File: src/rtl/uart_regs_pkg.sv
// Shared constants and payload types for the UART port-mapped register block.
package uart_regs_pkg;

    localparam int unsigned DATA_W    = 8;
    localparam int unsigned DIV_W     = 16;
    localparam int unsigned IRQ_WIDTH = 7;

    // Register offsets relative to BASE_ADDRESS
    localparam logic [DATA_W-1:0] OFF_DATA     = 8'd0;
    localparam logic [DATA_W-1:0] OFF_CONTROL  = 8'd1;
    localparam logic [DATA_W-1:0] OFF_STATUS   = 8'd2;
    localparam logic [DATA_W-1:0] OFF_IRQ_MASK = 8'd3;
    localparam logic [DATA_W-1:0] OFF_IRQ_PEND = 8'd4;
    localparam logic [DATA_W-1:0] OFF_DIV_LO   = 8'd5;
    localparam logic [DATA_W-1:0] OFF_DIV_HI   = 8'd6;

    // Interrupt source bit positions
    localparam int unsigned IRQ_RX_DATA     = 0;
    localparam int unsigned IRQ_RX_HALF     = 1;
    localparam int unsigned IRQ_RX_FULL     = 2;
    localparam int unsigned IRQ_TX_EMPTY    = 3;
    localparam int unsigned IRQ_TX_HALF     = 4;
    localparam int unsigned IRQ_TX_OVERRUN  = 5;
    localparam int unsigned IRQ_RX_UNDERRUN = 6;

    // Control register bit positions
    localparam int unsigned CTL_ENABLE = 0;
    localparam int unsigned CTL_IRQ_EN = 1;
    localparam int unsigned CTL_TX_RST = 2;
    localparam int unsigned CTL_RX_RST = 3;

    // FIFO-reset bits are pulses only and never stored
    localparam logic [DATA_W-1:0] CTL_STORE_MASK = 8'hF3;

    // FIFO flag bundle, laid out exactly as the status register low bits
    typedef struct packed {
        logic tx_full;
        logic tx_half_full;
        logic tx_data_present;
        logic rx_full;
        logic rx_half_full;
        logic rx_data_present;
    } fifo_flags_t;

endpackage

File: src/rtl/uart_irq_ctrl.sv
// Edge-detected sticky interrupt sources with mask, W1C clear and ack blocking.
module uart_irq_ctrl
    import uart_regs_pkg::*;
#(
    parameter logic [IRQ_WIDTH-1:0] IRQ_MASK_RESET = 7'h00
) (
    input  logic                 clk,
    input  logic                 reset,
    input  logic                 rx_data_present,
    input  logic                 rx_half_full,
    input  logic                 rx_full,
    input  logic                 tx_data_present,
    input  logic                 tx_half_full,
    input  logic                 tx_overrun,
    input  logic                 rx_underrun,
    input  logic                 mask_wr,
    input  logic                 pend_clr,
    input  logic [IRQ_WIDTH-1:0] wdata,
    input  logic                 irq_enable,
    input  logic                 interrupt_ack,
    output logic [IRQ_WIDTH-1:0] mask,
    output logic [IRQ_WIDTH-1:0] pending,
    output logic                 interrupt
);

    logic                 rx_dp_q, rx_hf_q, rx_full_q, tx_dp_q, tx_hf_q;
    logic                 ack_block;
    logic                 ack_block_nxt;
    logic [IRQ_WIDTH-1:0] set_vec;
    logic [IRQ_WIDTH-1:0] clr_vec;
    logic [IRQ_WIDTH-1:0] masked;

    // Source events: rising RX flags, falling TX flags, plus the bus error strobes
    always_comb begin
        set_vec                  = '0;
        set_vec[IRQ_RX_DATA]     = rx_data_present & ~rx_dp_q;
        set_vec[IRQ_RX_HALF]     = rx_half_full & ~rx_hf_q;
        set_vec[IRQ_RX_FULL]     = rx_full & ~rx_full_q;
        set_vec[IRQ_TX_EMPTY]    = ~tx_data_present & tx_dp_q;
        set_vec[IRQ_TX_HALF]     = ~tx_half_full & tx_hf_q;
        set_vec[IRQ_TX_OVERRUN]  = tx_overrun;
        set_vec[IRQ_RX_UNDERRUN] = rx_underrun;
    end

    // W1C vector and ack-block next state; ack blocks until masked pending drains
    always_comb begin
        clr_vec       = pend_clr ? wdata : '0;
        masked        = pending & mask;
        ack_block_nxt = ack_block;
        if (interrupt_ack) begin
            ack_block_nxt = 1'b1;
        end else if (masked == '0) begin
            ack_block_nxt = 1'b0;
        end
    end

    // Edge-detect history, sticky pending (set beats clear), mask and interrupt flop
    always_ff @(posedge clk or negedge reset) begin
        if (!reset) begin
            rx_dp_q   <= 1'b0;
            rx_hf_q   <= 1'b0;
            rx_full_q <= 1'b0;
            tx_dp_q   <= 1'b0;
            tx_hf_q   <= 1'b0;
            pending   <= '0;
            mask      <= IRQ_MASK_RESET;
            ack_block <= 1'b0;
            interrupt <= 1'b0;
        end else begin
            rx_dp_q   <= rx_data_present;
            rx_hf_q   <= rx_half_full;
            rx_full_q <= rx_full;
            tx_dp_q   <= tx_data_present;
            tx_hf_q   <= tx_half_full;
            pending   <= (pending & ~clr_vec) | set_vec;
            if (mask_wr) begin
                mask <= wdata;
            end
            ack_block <= ack_block_nxt;
            interrupt <= irq_enable & (|masked) & ~ack_block_nxt;
        end
    end

endmodule

File: src/rtl/uart_regs_irq.sv
// PicoBlaze port-mapped UART control/status/interrupt/divider register block.
module uart_regs_irq
    import uart_regs_pkg::*;
#(
    parameter logic [7:0]  BASE_ADDRESS   = 8'h00,
    parameter logic [15:0] DIVIDE_RESET   = 16'h0000,
    parameter logic [7:0]  CONTROL_RESET  = 8'h00,
    parameter logic [6:0]  IRQ_MASK_RESET = 7'h00
) (
    input  logic        clk,
    input  logic        reset,
    input  logic [7:0]  port_id,
    input  logic [7:0]  data_in,
    input  logic        read_strobe,
    input  logic        write_strobe,
    output logic [7:0]  data_out,
    output logic        interrupt,
    input  logic        interrupt_ack,
    output logic        buffer_write,
    output logic [7:0]  uart_data_write,
    output logic        buffer_read,
    input  logic [7:0]  uart_data_read,
    input  logic        rx_data_present,
    input  logic        rx_half_full,
    input  logic        rx_full,
    input  logic        tx_data_present,
    input  logic        tx_half_full,
    input  logic        tx_full,
    output logic        enable,
    output logic        tx_fifo_reset,
    output logic        rx_fifo_reset,
    output logic [15:0] uart_clock_divide
);

    logic [DATA_W-1:0]    offset;
    logic [DATA_W-1:0]    rd_mux;
    logic [DATA_W-1:0]    control;
    logic [DATA_W-1:0]    shadow;
    logic [IRQ_WIDTH-1:0] irq_mask;
    logic [IRQ_WIDTH-1:0] irq_pending;
    fifo_flags_t          status;
    logic wr_data, wr_ctl, wr_mask, wr_pend, wr_div_lo, wr_div_hi, rd_data;

    assign offset = port_id - BASE_ADDRESS;
    assign enable = control[CTL_ENABLE];

    // Bus strobe decode
    always_comb begin
        wr_data   = write_strobe && (offset == OFF_DATA);
        wr_ctl    = write_strobe && (offset == OFF_CONTROL);
        wr_mask   = write_strobe && (offset == OFF_IRQ_MASK);
        wr_pend   = write_strobe && (offset == OFF_IRQ_PEND);
        wr_div_lo = write_strobe && (offset == OFF_DIV_LO);
        wr_div_hi = write_strobe && (offset == OFF_DIV_HI);
        rd_data   = read_strobe && (offset == OFF_DATA);
    end

    // Status snapshot and read-data mux; unmapped offsets read zero
    always_comb begin
        status.tx_full         = tx_full;
        status.tx_half_full    = tx_half_full;
        status.tx_data_present = tx_data_present;
        status.rx_full         = rx_full;
        status.rx_half_full    = rx_half_full;
        status.rx_data_present = rx_data_present;
        rd_mux = '0;
        case (offset)
            OFF_DATA:     rd_mux = uart_data_read;
            OFF_CONTROL:  rd_mux = control;
            OFF_STATUS:   rd_mux = {2'b00, status};
            OFF_IRQ_MASK: rd_mux = {1'b0, irq_mask};
            OFF_IRQ_PEND: rd_mux = {1'b0, irq_pending};
            OFF_DIV_LO:   rd_mux = uart_clock_divide[7:0];
            OFF_DIV_HI:   rd_mux = uart_clock_divide[15:8];
            default:      rd_mux = '0;
        endcase
    end

    // Registered read data, FIFO strobes, control, and shadowed divider
    always_ff @(posedge clk or negedge reset) begin
        if (!reset) begin
            data_out          <= '0;
            buffer_write      <= 1'b0;
            uart_data_write   <= '0;
            buffer_read       <= 1'b0;
            tx_fifo_reset     <= 1'b0;
            rx_fifo_reset     <= 1'b0;
            control           <= CONTROL_RESET & CTL_STORE_MASK;
            shadow            <= '0;
            uart_clock_divide <= DIVIDE_RESET;
        end else begin
            data_out      <= rd_mux;
            buffer_write  <= wr_data & ~tx_full;
            buffer_read   <= rd_data & rx_data_present;
            tx_fifo_reset <= wr_ctl & data_in[CTL_TX_RST];
            rx_fifo_reset <= wr_ctl & data_in[CTL_RX_RST];
            if (wr_data && !tx_full) begin
                uart_data_write <= data_in;
            end
            if (wr_ctl) begin
                control <= data_in & CTL_STORE_MASK;
            end
            if (wr_div_lo) begin
                shadow <= data_in;
            end
            if (wr_div_hi) begin
                uart_clock_divide <= {data_in, shadow};
            end
        end
    end

    uart_irq_ctrl #(
        .IRQ_MASK_RESET (IRQ_MASK_RESET)
    ) u_irq (
        .clk             (clk),
        .reset           (reset),
        .rx_data_present (rx_data_present),
        .rx_half_full    (rx_half_full),
        .rx_full         (rx_full),
        .tx_data_present (tx_data_present),
        .tx_half_full    (tx_half_full),
        .tx_overrun      (wr_data & tx_full),
        .rx_underrun     (rd_data & ~rx_data_present),
        .mask_wr         (wr_mask),
        .pend_clr        (wr_pend),
        .wdata           (data_in[IRQ_WIDTH-1:0]),
        .irq_enable      (control[CTL_IRQ_EN]),
        .interrupt_ack   (interrupt_ack),
        .mask            (irq_mask),
        .pending         (irq_pending),
        .interrupt       (interrupt)
    );

endmodule
File: config.mk
export PLATFORM = sky130hd
export DESIGN_NAME = uart_regs_irq
export DESIGN_NICKNAME = d
export VERILOG_FILES = /design/src/rtl/uart_regs_pkg.sv /design/src/rtl/uart_irq_ctrl.sv /design/src/rtl/uart_regs_irq.sv
export SDC_FILE = /design/constraint.sdc
export NUM_CORES = 1
export LEC_CHECK = 0
export BUFFER_PORTS_ARGS = -buffer_cell sky130_fd_sc_hd__buf_2
export CAP_MARGIN = 0
export CORE_MARGIN = 2
export CORE_UTILIZATION = 40
export DETAILED_ROUTE_END_ITERATION = 12
export PLACE_DENSITY = 0.68
export SETUP_SLACK_MARGIN = 0.3
export SYNTH_ARGS = -nofsm -noshare
export SYNTH_HDL_FRONTEND = slang
export SYNTH_SLANG_ARGS = --single-unit
File: constraint.sdc
create_clock -name clk -period 1.2 [get_ports clk]
set_input_delay 0.24 -clock clk [delete_from_list [all_inputs] [get_ports clk]]
set_output_delay 0.24 -clock clk [all_outputs]
set_load 0.1 [all_outputs]
Word-level counts from Yosys, hierarchy flattened
Cells that the tools add are included.

Bits in registers: 71. Bits of input ports: 35. Word-level logic and storage cells: 65.

Equal/unequal tests: 6. Bitwise gates (word level): 25. Muxes and demuxes: 4. Reductions and logical operators: 12.

Operators by type and width (count): $pmux W8 S7 (1); $eq A8 B3 Y1 const B (3); $eq A8 B2 Y1 const B (2); $and A7 B7 Y7 (2); $and A1 B1 Y1 (13); $eq A8 B1 Y1 const B (1); $logic_and A1 B1 Y1 (8); $logic_not A8 Y1 (1); $not A1 Y1 (8); $logic_not A7 Y1 (1); $mux W7 (1); $not A7 Y7 (1); $or A7 B7 Y7 (1); $reduce_or A7 Y1 (1); $mux W1 (2); $logic_not A1 Y1 (1).

Longest topological paths before layout
Gate-level depths: netlist of the first run.

Word-level depth: 6. Depth in mapped cells: 5. Mapped depth without buffers: 3.

Modules after synthesis
A second synthesis of the first run with hierarchy kept.

Cell total of the unflattened synthesis: 240. Area total of the unflattened synthesis: 3181.8 µm².

Modules (own cells, without submodules): uart_regs_irq (area each 2421.1 µm², seq. area each 1251.2 µm², times used 1, cells each 180); uart_irq_ctrl (area each 760.7 µm², seq. area each 525.5 µm², times used 1, cells each 60).

Worst setup path before layout of the first run
No wires, ideal clock.

Kind: register to register. Start: reg uart_clock_divide[14]. End: reg data_out[6]. Period minus slack after synthesis: 1625 ps. Data required time: 1058 ps. Data arrival time: 1483 ps. Path slack: -425 ps. Buffers on the path: 0. Stages on the path, launching flop included: 4. Library setup time: 142 ps. Path through: dfrtp_1 mux2_2 a221oi_1 a211oi_1.

Cells in the longest elaborated chain, start to end: 1.

RTL lines: start, declared (line uart_regs_irq.sv:32) `output logic [15:0] uart_clock_divide`; start signal, assigned (line uart_regs_irq.sv:107) `uart_clock_divide <= {data_in, shadow};`; $pmux W8 S7 (line uart_regs_irq.sv:67) `case (offset)`; named net rd_mux[6] (line uart_regs_irq.sv:36) `logic [DATA_W-1:0] rd_mux;`; end signal, assigned (line uart_regs_irq.sv:92) `data_out <= rd_mux;`; end, declared (line uart_regs_irq.sv:16) `output logic [7:0] data_out,`.

The timed path passes the listed nets, and every way through them passes these cells. A chain may end at the register's enable or synchronous reset.

Worst setup path after layout of the first run
Start: reg uart_clock_divide[9]. End: out uart_clock_divide[9].

No word-level cell between the ends.

==> flow_summary.toml, run 1 <==
[power_and_ir_drop]
pwr-share-clk_pct = 38.1
power_switching_uw = 1468
power_density_nw_per_um2 = 1047
ir_drop_mv = 0.6590
fin_total_pwr_uw = 5519
p_leak_uw = 0.002452
combPwrFrac_pct = 16.1
intPower_uw = 4050
seqPwrFrac_pct = 45.8
swShare_pct = 26.61

[setup_path]
cp.arrival_ns = 1.12
crit_slowest_cell = "dfrtp_4"
critPathKind = "flip-flop to output pin"
critical_path.top_delay_family = "flip-flops"
r2r_slack_ns = -0.14
path_cells = "buf_6 > buf_12"
crit-reg2reg-launch = "u_irq.pending[5]$_DFF_PN0_"
end_kind = "output pin"
cp_num_buf_inv = 2
start_kind = "flip-flop"
r2r_end = "u_irq.ack_block$_DFF_PN0_"
cp.required_ns = 0.96
max_stage_delay_ns = 0.48
r2r_cells = 3
cp_max_fo = 2

[drt]
first_pass_iters = 4
vias = 2472
wl_um = 8755
vias_per_cell = 5.316
first_iter_violations = 216
ant_nets = 0
drc = 0
wl_per_cell_um = 18.83

[global_routing]
grt_overflow = 0
grt_pass1_vias = 2638
antenna_found_initial = 0
grt_max_degree = 72
grt_use_total_pct = 21.36
grt_pass1_wl_um = 13790

[floorplanning]
die_h_um = 92.73
start_util_pct = 40.97
die_w_um = 92.73
core-area_um2 = 7687
rows = 32
dieArea_um2 = 8599
ios = 73

[synthesis]
yosys-top-cells-count = "71 x dfrtp_1, 37 x mux2_2, 11 x nor2_1"
synth_ff_type = "dfrtp_1"
ys_warn_count = 0
synth_enable_flop_cells = 0
yosysTopAreaCell = "dfrtp_1"
ys_seq_area_share_pct = 56.42
syn_area_per_cell_um2 = 14.38
synthArstFlopShare_pct = 100.0
synth_area_leaders = "dfrtp_1 56%, mux2_2 13%, mux2_4 4.8%"
syn_nets = 254
synth_top_cell_area_share_pct = 56.42
yosysUniqueCellTypes = 37
syn_area_um2 = 3149
synth.ff_latch_count = 71
synth_most_common_cell = "dfrtp_1"
synthCells = 219

[placement]
dp_cells = 423
io_buffers = 72
place_area_um2 = 4622
dp_hpwl_um = 5748
place.gp.congestion = 0.8534

[clocking]
root_buffer = "clkbuf_8"
clk_pin_slew_worst_paths_ns = 0.08
clk_latency_ns = 0.36
cts_tree = "yes"
cts_max_level = 3
cts.sinks = 71
numCtsBuffers = 9
clock_path_buffers = 2

[sta]
slew_headroom_pct = 69.42
clock_skew_ns = 0.004759
worst_pin_slew_ns = 0.4587
min_period_ns = 1.361
setup_slack_ns = -0.1606
slew_viol_final = 0
setup_viol = 63
setup_tns_ns = -3.985
fmax_mhz = 735.0
hold_viol = 0
rsz0062_at_grt = "true"
period_share_pct = 113.4

[run_status]
violations = "setup timing"
status = "finished with violations"

[min_path]
min_to = "u_irq.rx_hf_q$_DFF_PN0_"
min_path_type = "input port to flip-flop"
hp-start = "rx_half_full"
holdPathStages = 1

[finish]
antennaDiodeCount = 0
fin_cells = 465
fin_area_um2 = 5269
final_util_pct = 68.54
drive_above_1_share_pct = 73.28
fin_nets = 393
area_growth_pct = 67.30

[job]
maxCapViolations = 0
==> flip-flops by register name (all words and copies together), names as in the netlist, 6 cells and up <==
name and count:
control 6, data_out 8, shadow 8, u_irq.mask 7, u_irq.pending 7, uart_clock_divide 16
uart_data_write 8
==> metal layers <==
layer	global-route usage, %	part of all wire [%]
met1	29.46	42
met5	0	0
met3	3.906	7.4
met2	31.87	47
met4	12.01	3.2
==> layout make-up <==
| class | instances | area (um^2) |
|---|---|---|
| Clock buffer | 10 | 127.6 |
| Multi-Input combinational cell | 129 | 1444 |
| Inverter | 5 | 18.77 |
| Fill cell | 525 | 2419 |
| Sequential cell | 71 | 1849 |
| Timing Repair Buffer | 142 | 1617 |
| Tap cell | 102 | 127.6 |
| Clock inverter | 6 | 85.08 |
==> worst register-to-register path, stage by stage, from the launching register on <==
cell and delay [ns]:
dfrtp_1 0.40, a222oi_1 0.47, nand3_1 0.18, a21o_1 0.19
==> timing repair <==
item,4_1_cts,5_1_grt
pin swaps,14,5
gates resized for setup,48,10
hold buffers,1,0
setup buffers,21,3
endpoints found under the hold margin,71,0
gates cloned,1,0
setup endpoints to repair,103,104
==> worst max-delay path by stage <==
stage | from | endpoint | slack [ns] | cells after the start
finish | uart_clock_divide[9]$_DFFE_PN0P_ | uart_clock_divide[9] | -0.16 | 2
global route | uart_clock_divide[9]$_DFFE_PN0P_ | uart_clock_divide[9] | -0.18 | 2
CTS | uart_clock_divide[9]$_DFFE_PN0P_ | uart_clock_divide[9] | -0.16 | 2
detailed placement | port_id[6] | control[4]$_DFFE_PN0P_ | -0.48 | 5
global placement | port_id[6] | control[5]$_DFFE_PN0P_ | -0.45 | 5
floorplan | port_id[6] | u_irq.mask[0]$_DFFE_PN0P_ | -0.29 | 4
==> power by group through the flow <==
stage | registers, uW | logic (uW) | clock network (uW)
after floorplan | 2740 | 231 | 0
after CTS | 2530 | 876 | 2100
after detailed placement | 2570 | 804 | 0
after global placement | 2570 | 789 | 0
after global routing | 2530 | 932 | 2230
final | 2530 | 887 | 2100
==> stage by stage <==
| step | hold slack, ns | setup WS, ns |
|---|---|---|
| 4_1_cts | 0.01414 | -0.1645 |
| 5_1_grt | 0.02084 | -0.1765 |
| 3_3_place_gp | 0.2903 | -0.4520 |
| 3_5_place_dp | 0.2940 | -0.4774 |
| 2_1_floorplan | -0.05559 | -0.2873 |
| 6_report | 0.01788 | -0.1606 |
==> cells by family (layout without fill, tap and decap cells) <==
logic type	Yosys count	in the layout	share of synthesized area, %
flops	71	71	56.42
mux	58	58	23.88
simple gates	43	43	9.297
compound gates	28	28	7.191
buf+inv	19	163	3.218
==> placed cells by master (no fill, tap or decap), drive strengths merged, types with 2 or more instances in the layout <==
cell      instances
bufinv            2
inv               5
nand2             3
nor2b             4
clkinv            2
mux2i             5
a21o              2
a22oi             4
a22o              4
and4              3
nand3             2
and2              2
nand4             9
buf             140
clkinvlp          2
mux2             47
mux4              6
clkbuf           11
nor2             11
dfrtp            71
o2bb2ai           3
a2bb2oi           5
a211oi            7
Power figures use the tool's default switching activity.
==> run 2, diff against run 1 <==
--- a/config.mk
+++ b/config.mk
@@ -8,9 +8,10 @@
 export BUFFER_PORTS_ARGS = -buffer_cell sky130_fd_sc_hd__buf_2
 export CAP_MARGIN = 0
 export CORE_MARGIN = 2
-export CORE_UTILIZATION = 40
+export CORE_UTILIZATION = 35
 export DETAILED_ROUTE_END_ITERATION = 12
-export PLACE_DENSITY = 0.68
+export GPL_TIMING_DRIVEN = 0
+export PLACE_DENSITY = 0.62
 export SETUP_SLACK_MARGIN = 0.3
 export SYNTH_ARGS = -nofsm -noshare
 export SYNTH_HDL_FRONTEND = slang
==> run 2 against run 1 <==
Compared with the run above: the run still ends with setup timing left; utilization fell by 12 points; fmax rose by 3.5%; sequential share of layout area rose by 2.3 points; count of clock-buffer cells in the layout fell by 1; sequential cell count did not move; cell count fell by 6.0%; worst setup slack improved by 0.046 ns; clock power fell by 9.5%; non-clock buffer count fell by 34; combinational power fell by 12%; total power fell by 5.4%; critical path type is now flip-flop to flip-flop; critical endpoint is now data_out[0]$_DFF_PN0_; largest power group unchanged.
==> flow_summary.toml, run 2 (same netlist as run 1, synthesis figures left out) <==
[setup_path]
critPathKind = "flip-flop to flip-flop"
end_kind = "flip-flop"
cp_max_fo = 3
cp.arrival_ns = 1.52
start_kind = "flip-flop"
cp.required_ns = 1.41
r2r_cells = 3

[floorplanning]
dieArea_um2 = 9772
ios = 73
rows = 34
start_util_pct = 36.11
die_w_um = 98.86
die_h_um = 98.86
core-area_um2 = 8721

[clocking]
clk_pin_slew_worst_paths_ns = 0.08
root_buffer = "clkbuf_8"
clk_latency_ns = 0.35
cts_tree = "yes"
cts_max_level = 3
numCtsBuffers = 9
cts.sinks = 71
clock_path_buffers = 2

[sta]
worst_pin_slew_ns = 0.8896
hold_viol = 0
slew_headroom_pct = 40.69
clock_skew_ns = 0.008003
min_period_ns = 1.315
fmax_mhz = 760.4
period_share_pct = 109.6
slew_viol_final = 0
rsz0062_at_grt = "true"
setup_viol = 47
setup_slack_ns = -0.1150

[min_path]
min_path_type = "input port to async pin"

[placement]
dp_hpwl_um = 5712
io_buffers = 72
place.gp.congestion = 0.7938
dp_cells = 399
place_area_um2 = 3796

[finish]
nFillCells = 680
top_register = "uart_clock_divide"
area_growth_pct = 56.81
final_common_cell = "mux2_4"
fin_nets = 359
largest_reg_flops = 16
fin_cells = 437
most-common-layout-cells = "40 x mux2_4, 39 x buf_12, 33 x dfrtp_1, 31 x buf_2, 28 x dfrtp_2"
drive_above_1_share_pct = 70.21
fin_area_um2 = 4938
antennaDiodeCount = 0

[drt]
vias = 2267
ant_nets = 0
first_pass_iters = 4
wl_um = 8474
wl_per_cell_um = 19.39
first_iter_violations = 132
drc = 0
vias_per_cell = 5.188

[global_routing]
grt_use_total_pct = 18.47
grt_max_degree = 72
grt_pass1_wl_um = 13700
grt_overflow = 0
grt_pass1_vias = 2430
antenna_found_initial = 0

[power_and_ir_drop]
power_density_nw_per_um2 = 1057
ir_drop_mv = 0.4526
p_leak_uw = 0.002261

[run_status]
violations = "setup timing"
status = "finished with violations"

[job]
maxCapViolations = 0
[run 2: cell types whose count changed in the layout (fill, tap and decap cells not counted), moves of 3 or more]
cell	change
buf_6	-9
buf_12	-3
buf_4	-28
buf_8	+3
[run 2: report_power, final]
part | internal, uW | switching [uW] | leakage [uW] | total, uW
logic | 336 | 446 | 0.00128 | 782
registers | 2470 | 61.4 | 0.000879 | 2540
clock network | 962 | 940 | 0.000103 | 1900
[run 2: critical path, stage by stage, from the launching register on]
cell and delay [ns]:
dfrtp_4 0.51, mux4_2 0.50, nor2_2 0.10, a211oi_1 0.06
[run 2: per-layer routing]
metal,track usage (%),part of all wire [%],vias to the layer above
met1,26.33,46,1158
li1,-,-,1024
met2,27.91,47,71
met4,7.060,2.2,0
met3,3.688,4.6,14
met5,0,0,-
[run 2: worst paths after layout]
path / from / to / slack [ns]
max: uart_clock_divide[8]$_DFFE_PN0P_ / data_out[0]$_DFF_PN0_ / -0.12
min in group clk: tx_half_full / u_irq.tx_hf_q$_DFF_PN0_ / 0.01
min reg2reg: u_irq.rx_dp_q$_DFF_PN0_ / u_irq.pending[0]$_DFF_PN0_ / 0.44
min: reset / uart_data_write[3]$_DFFE_PN0P_ / 0.002
max reg2reg: uart_clock_divide[8]$_DFFE_PN0P_ / data_out[0]$_DFF_PN0_ / -0.12
max in group asynchronous: reset / uart_clock_divide[13]$_DFFE_PN0P_ / 0.52
[run 2: cell type report]
cell class,count,area (um^2),share of cell area [%]
Sequential cell,71,1849,37.45
Tap cell,108,135.1,2.736
Timing Repair Buffer,94,1145,23.18
Clock inverter,7,71.32,1.444
Multi-Input combinational cell,129,1444,29.24
Clock buffer,9,123.9,2.508
Inverter,5,18.77,0.3800
Buffer,14,151.4,3.066
[run 2: repair_timing]
item | in CTS | in global routing
gates cloned | 2 | 0
setup buffers | 18 | 2
pin swaps | 9 | 4
hold buffers | 0 | 0
resized for setup | 190 | 19
endpoints found under the setup margin | 104 | 104
[run 2: stage by stage]
step | setup slack, ns | hold slack, ns | util, % | TNS [ns] | total power (uW)
after global placement | -0.7133 | 0.3794 | 43.50 | -71.35 | 3196
final | -0.1150 | 0.002250 | 56.63 | -1.919 | 5220
after CTS | -0.1482 | 0.002742 | 55.71 | -2.123 | 5266
after floorplan | -0.2873 | -0.05559 | - | -12.20 | 2974
after global routing | -0.1715 | 0.01256 | 56.63 | -3.706 | 5417
after detailed placement | -0.7477 | 0.3819 | 43.53 | -37.68 | 3212
==> run 3, diff against run 2 <==
--- a/config.mk
+++ b/config.mk
@@ -7,11 +7,13 @@
 export LEC_CHECK = 0
 export BUFFER_PORTS_ARGS = -buffer_cell sky130_fd_sc_hd__buf_2
 export CAP_MARGIN = 0
+export CELL_PAD_IN_SITES_DETAIL_PLACEMENT = 0
+export CELL_PAD_IN_SITES_GLOBAL_PLACEMENT = 2
 export CORE_MARGIN = 2
 export CORE_UTILIZATION = 35
 export DETAILED_ROUTE_END_ITERATION = 12
 export GPL_TIMING_DRIVEN = 0
-export PLACE_DENSITY = 0.62
+export PLACE_DENSITY = 0.82
 export SETUP_SLACK_MARGIN = 0.3
 export SYNTH_ARGS = -nofsm -noshare
 export SYNTH_HDL_FRONTEND = slang
==> constraint.sdc (replaced) <==
create_clock -name clk -period 1.6 [get_ports clk]
set_input_delay 0.32 -clock clk [delete_from_list [all_inputs] [get_ports clk]]
set_output_delay 0.32 -clock clk [all_outputs]
set_load 0.1 [all_outputs]
==> run 3 against run 2 <==
Compared with the run above: the run now ends clean; utilization fell by 3.5 points; critical endpoint is now u_irq.interrupt$_DFF_PN0_; non-clock buffer count shrank 3; register-to-register slack improved by 0.35 ns; cell area decreased by 6.2%; largest power group unchanged; total power down 27%; largest cell class unchanged; combinational power decreased by 27%; worst setup slack gained 0.35 ns; clock power decreased by 29%; sequential power decreased by 25%; worst hold slack improved by 0.099 ns; via count rose by 0.49%.
==> flow_summary.toml, run 3 (same netlist as run 1, synthesis figures left out) <==
[sta]
hold_viol = 0
rsz0062_at_grt = "true"
setup_viol = 0
worst_pin_slew_ns = 0.9091
clock_skew_ns = 0.01209
fmax_mhz = 735.0
setup_slack_ns = 0.2395
setup_tns_ns = 0
period_share_pct = 85.03
slew_viol_final = 0
min_period_ns = 1.360
slew_headroom_pct = 39.40

[placement]
pre_cts_slack_ns = -0.4329
dp_hpwl_um = 5476
io_buffers = 72
place.gp.congestion = 0.8034
place_area_um2 = 3754
dp_cells = 399

[drt]
wl_um = 8884
first_iter_violations = 143
first_pass_iters = 4
ant_nets = 0
drc = 0
vias = 2278
vias_per_cell = 5.249
wl_per_cell_um = 20.47

[global_routing]
grt_overflow = 0
grt_max_degree = 72
grt_use_total_pct = 18.76
antenna_found_initial = 0
grt_pass1_wl_um = 13790
grt_pass1_vias = 2369

[clocking]
cts_max_level = 3
numCtsBuffers = 9
clk_latency_ns = 0.34
cts.sinks = 71
cts_tree = "yes"
clk_pin_slew_worst_paths_ns = 0.08
clock_path_buffers = 2
root_buffer = "clkbuf_8"

[finish]
fin_area_um2 = 4634
drive_above_1_share_pct = 63.80
fin_nets = 356
fin_cells = 434
final_common_cell = "dfrtp_1"
antennaDiodeCount = 0
top_register = "uart_clock_divide"
nFillCells = 757
area_growth_pct = 47.16
largest_reg_flops = 16
most-common-layout-cells = "57 x dfrtp_1, 32 x buf_2, 32 x mux2_4, 23 x buf_4, 23 x buf_6"

[floorplanning]
die_h_um = 98.86
die_w_um = 98.86
start_util_pct = 36.11
core-area_um2 = 8721
ios = 73
dieArea_um2 = 9772
rows = 34

[setup_path]
cp.arrival_ns = 1.60
critPathKind = "flip-flop to flip-flop"
critical_path.top_delay_family = "simple AND/OR/NAND/NOR gates"
cp_num_buf_inv = 0
crit_slowest_cell = "a222oi_1"
path_cells = "a222oi_1 > nand3_1 > and3_1"
end_kind = "flip-flop"
start_kind = "flip-flop"
max_stage_delay_ns = 0.42
cp_max_fo = 3
cp.required_ns = 1.84

[power_and_ir_drop]
power_density_nw_per_um2 = 823.0
intPower_uw = 2730
combPwrFrac_pct = 15.1
power_switching_uw = 1084
swShare_pct = 28.43
pwr-share-clk_pct = 35.2
p_leak_uw = 0.002193
seqPwrFrac_pct = 49.7
ir_drop_mv = 0.5299

[min_path]
min_path_type = "input port to async pin"

[job]
maxCapViolations = 0

[run_status]
status = "completed"
## run 3: power groups by stage
| stage | clock network (uW) | logic [uW] | registers (uW) |
|---|---|---|---|
| after detailed placement | 0 | 483 | 1920 |
| after CTS | 1360 | 550 | 1890 |
| after floorplan | 0 | 174 | 2050 |
| after global placement | 0 | 478 | 1920 |
| after global routing | 1460 | 608 | 1900 |
| final | 1340 | 574 | 1900 |
## run 3: per-stage QoR
| stage | hold WS [ns] | util, % | power, uW |
|---|---|---|---|
| 2_1_floorplan | 0.02441 | - | 2228 |
| 4_1_cts | 0.1022 | 50.57 | 3806 |
| 5_1_grt | 0.09115 | 53.14 | 3973 |
| 6_report | 0.1017 | 53.14 | 3814 |
| 3_5_place_dp | 0.4076 | 43.04 | 2405 |
| 3_3_place_gp | 0.3984 | 43.01 | 2398 |
## run 3: layout make-up
| cell class | count | area (um^2) | area share, % |
|---|---|---|---|
| Sequential cell | 71 | 1809 | 39.04 |
| Buffer | 14 | 137.6 | 2.970 |
| Inverter | 5 | 18.77 | 0.4050 |
| Multi-Input combinational cell | 129 | 1425 | 30.75 |
| Clock buffer | 11 | 151.4 | 3.267 |
| Tap cell | 108 | 135.1 | 2.916 |
| Timing Repair Buffer | 91 | 924.6 | 19.95 |
| Clock inverter | 5 | 32.53 | 0.7019 |
## run 3: metal layers
layer	up-vias	global-route usage (%)	wire length (um)
li1	1015	-	-
met1	1175	26.56	3907
met2	80	29.00	4322
met3	8	4.326	531
met4	0	5.374	121
met5	-	0	0
## run 3: path summary, 6_finish.rpt
kind / start / endpoint / cells past startpoint / slack, ns
max: u_irq.mask[5]$_DFFE_PN0P_ / u_irq.interrupt$_DFF_PN0_ / 3 / 0.24
min: reset / uart_data_write[3]$_DFFE_PN0P_ / 1 / 0.10
max reg2reg: u_irq.mask[5]$_DFFE_PN0P_ / u_irq.interrupt$_DFF_PN0_ / 3 / 0.24
min reg2reg: u_irq.rx_dp_q$_DFF_PN0_ / u_irq.pending[0]$_DFF_PN0_ / 1 / 0.42
max in group asynchronous: reset / uart_clock_divide[10]$_DFFE_PN0P_ / 1 / 0.80
min in group clk: tx_half_full / u_irq.tx_hf_q$_DFF_PN0_ / 1 / 0.11
## run 3: repair_timing
item,CTS,global route
gates resized for setup,116,39
hold buffers,0,0
setup endpoints to repair,101,71
buffers inserted,8,11
pin swaps,6,4
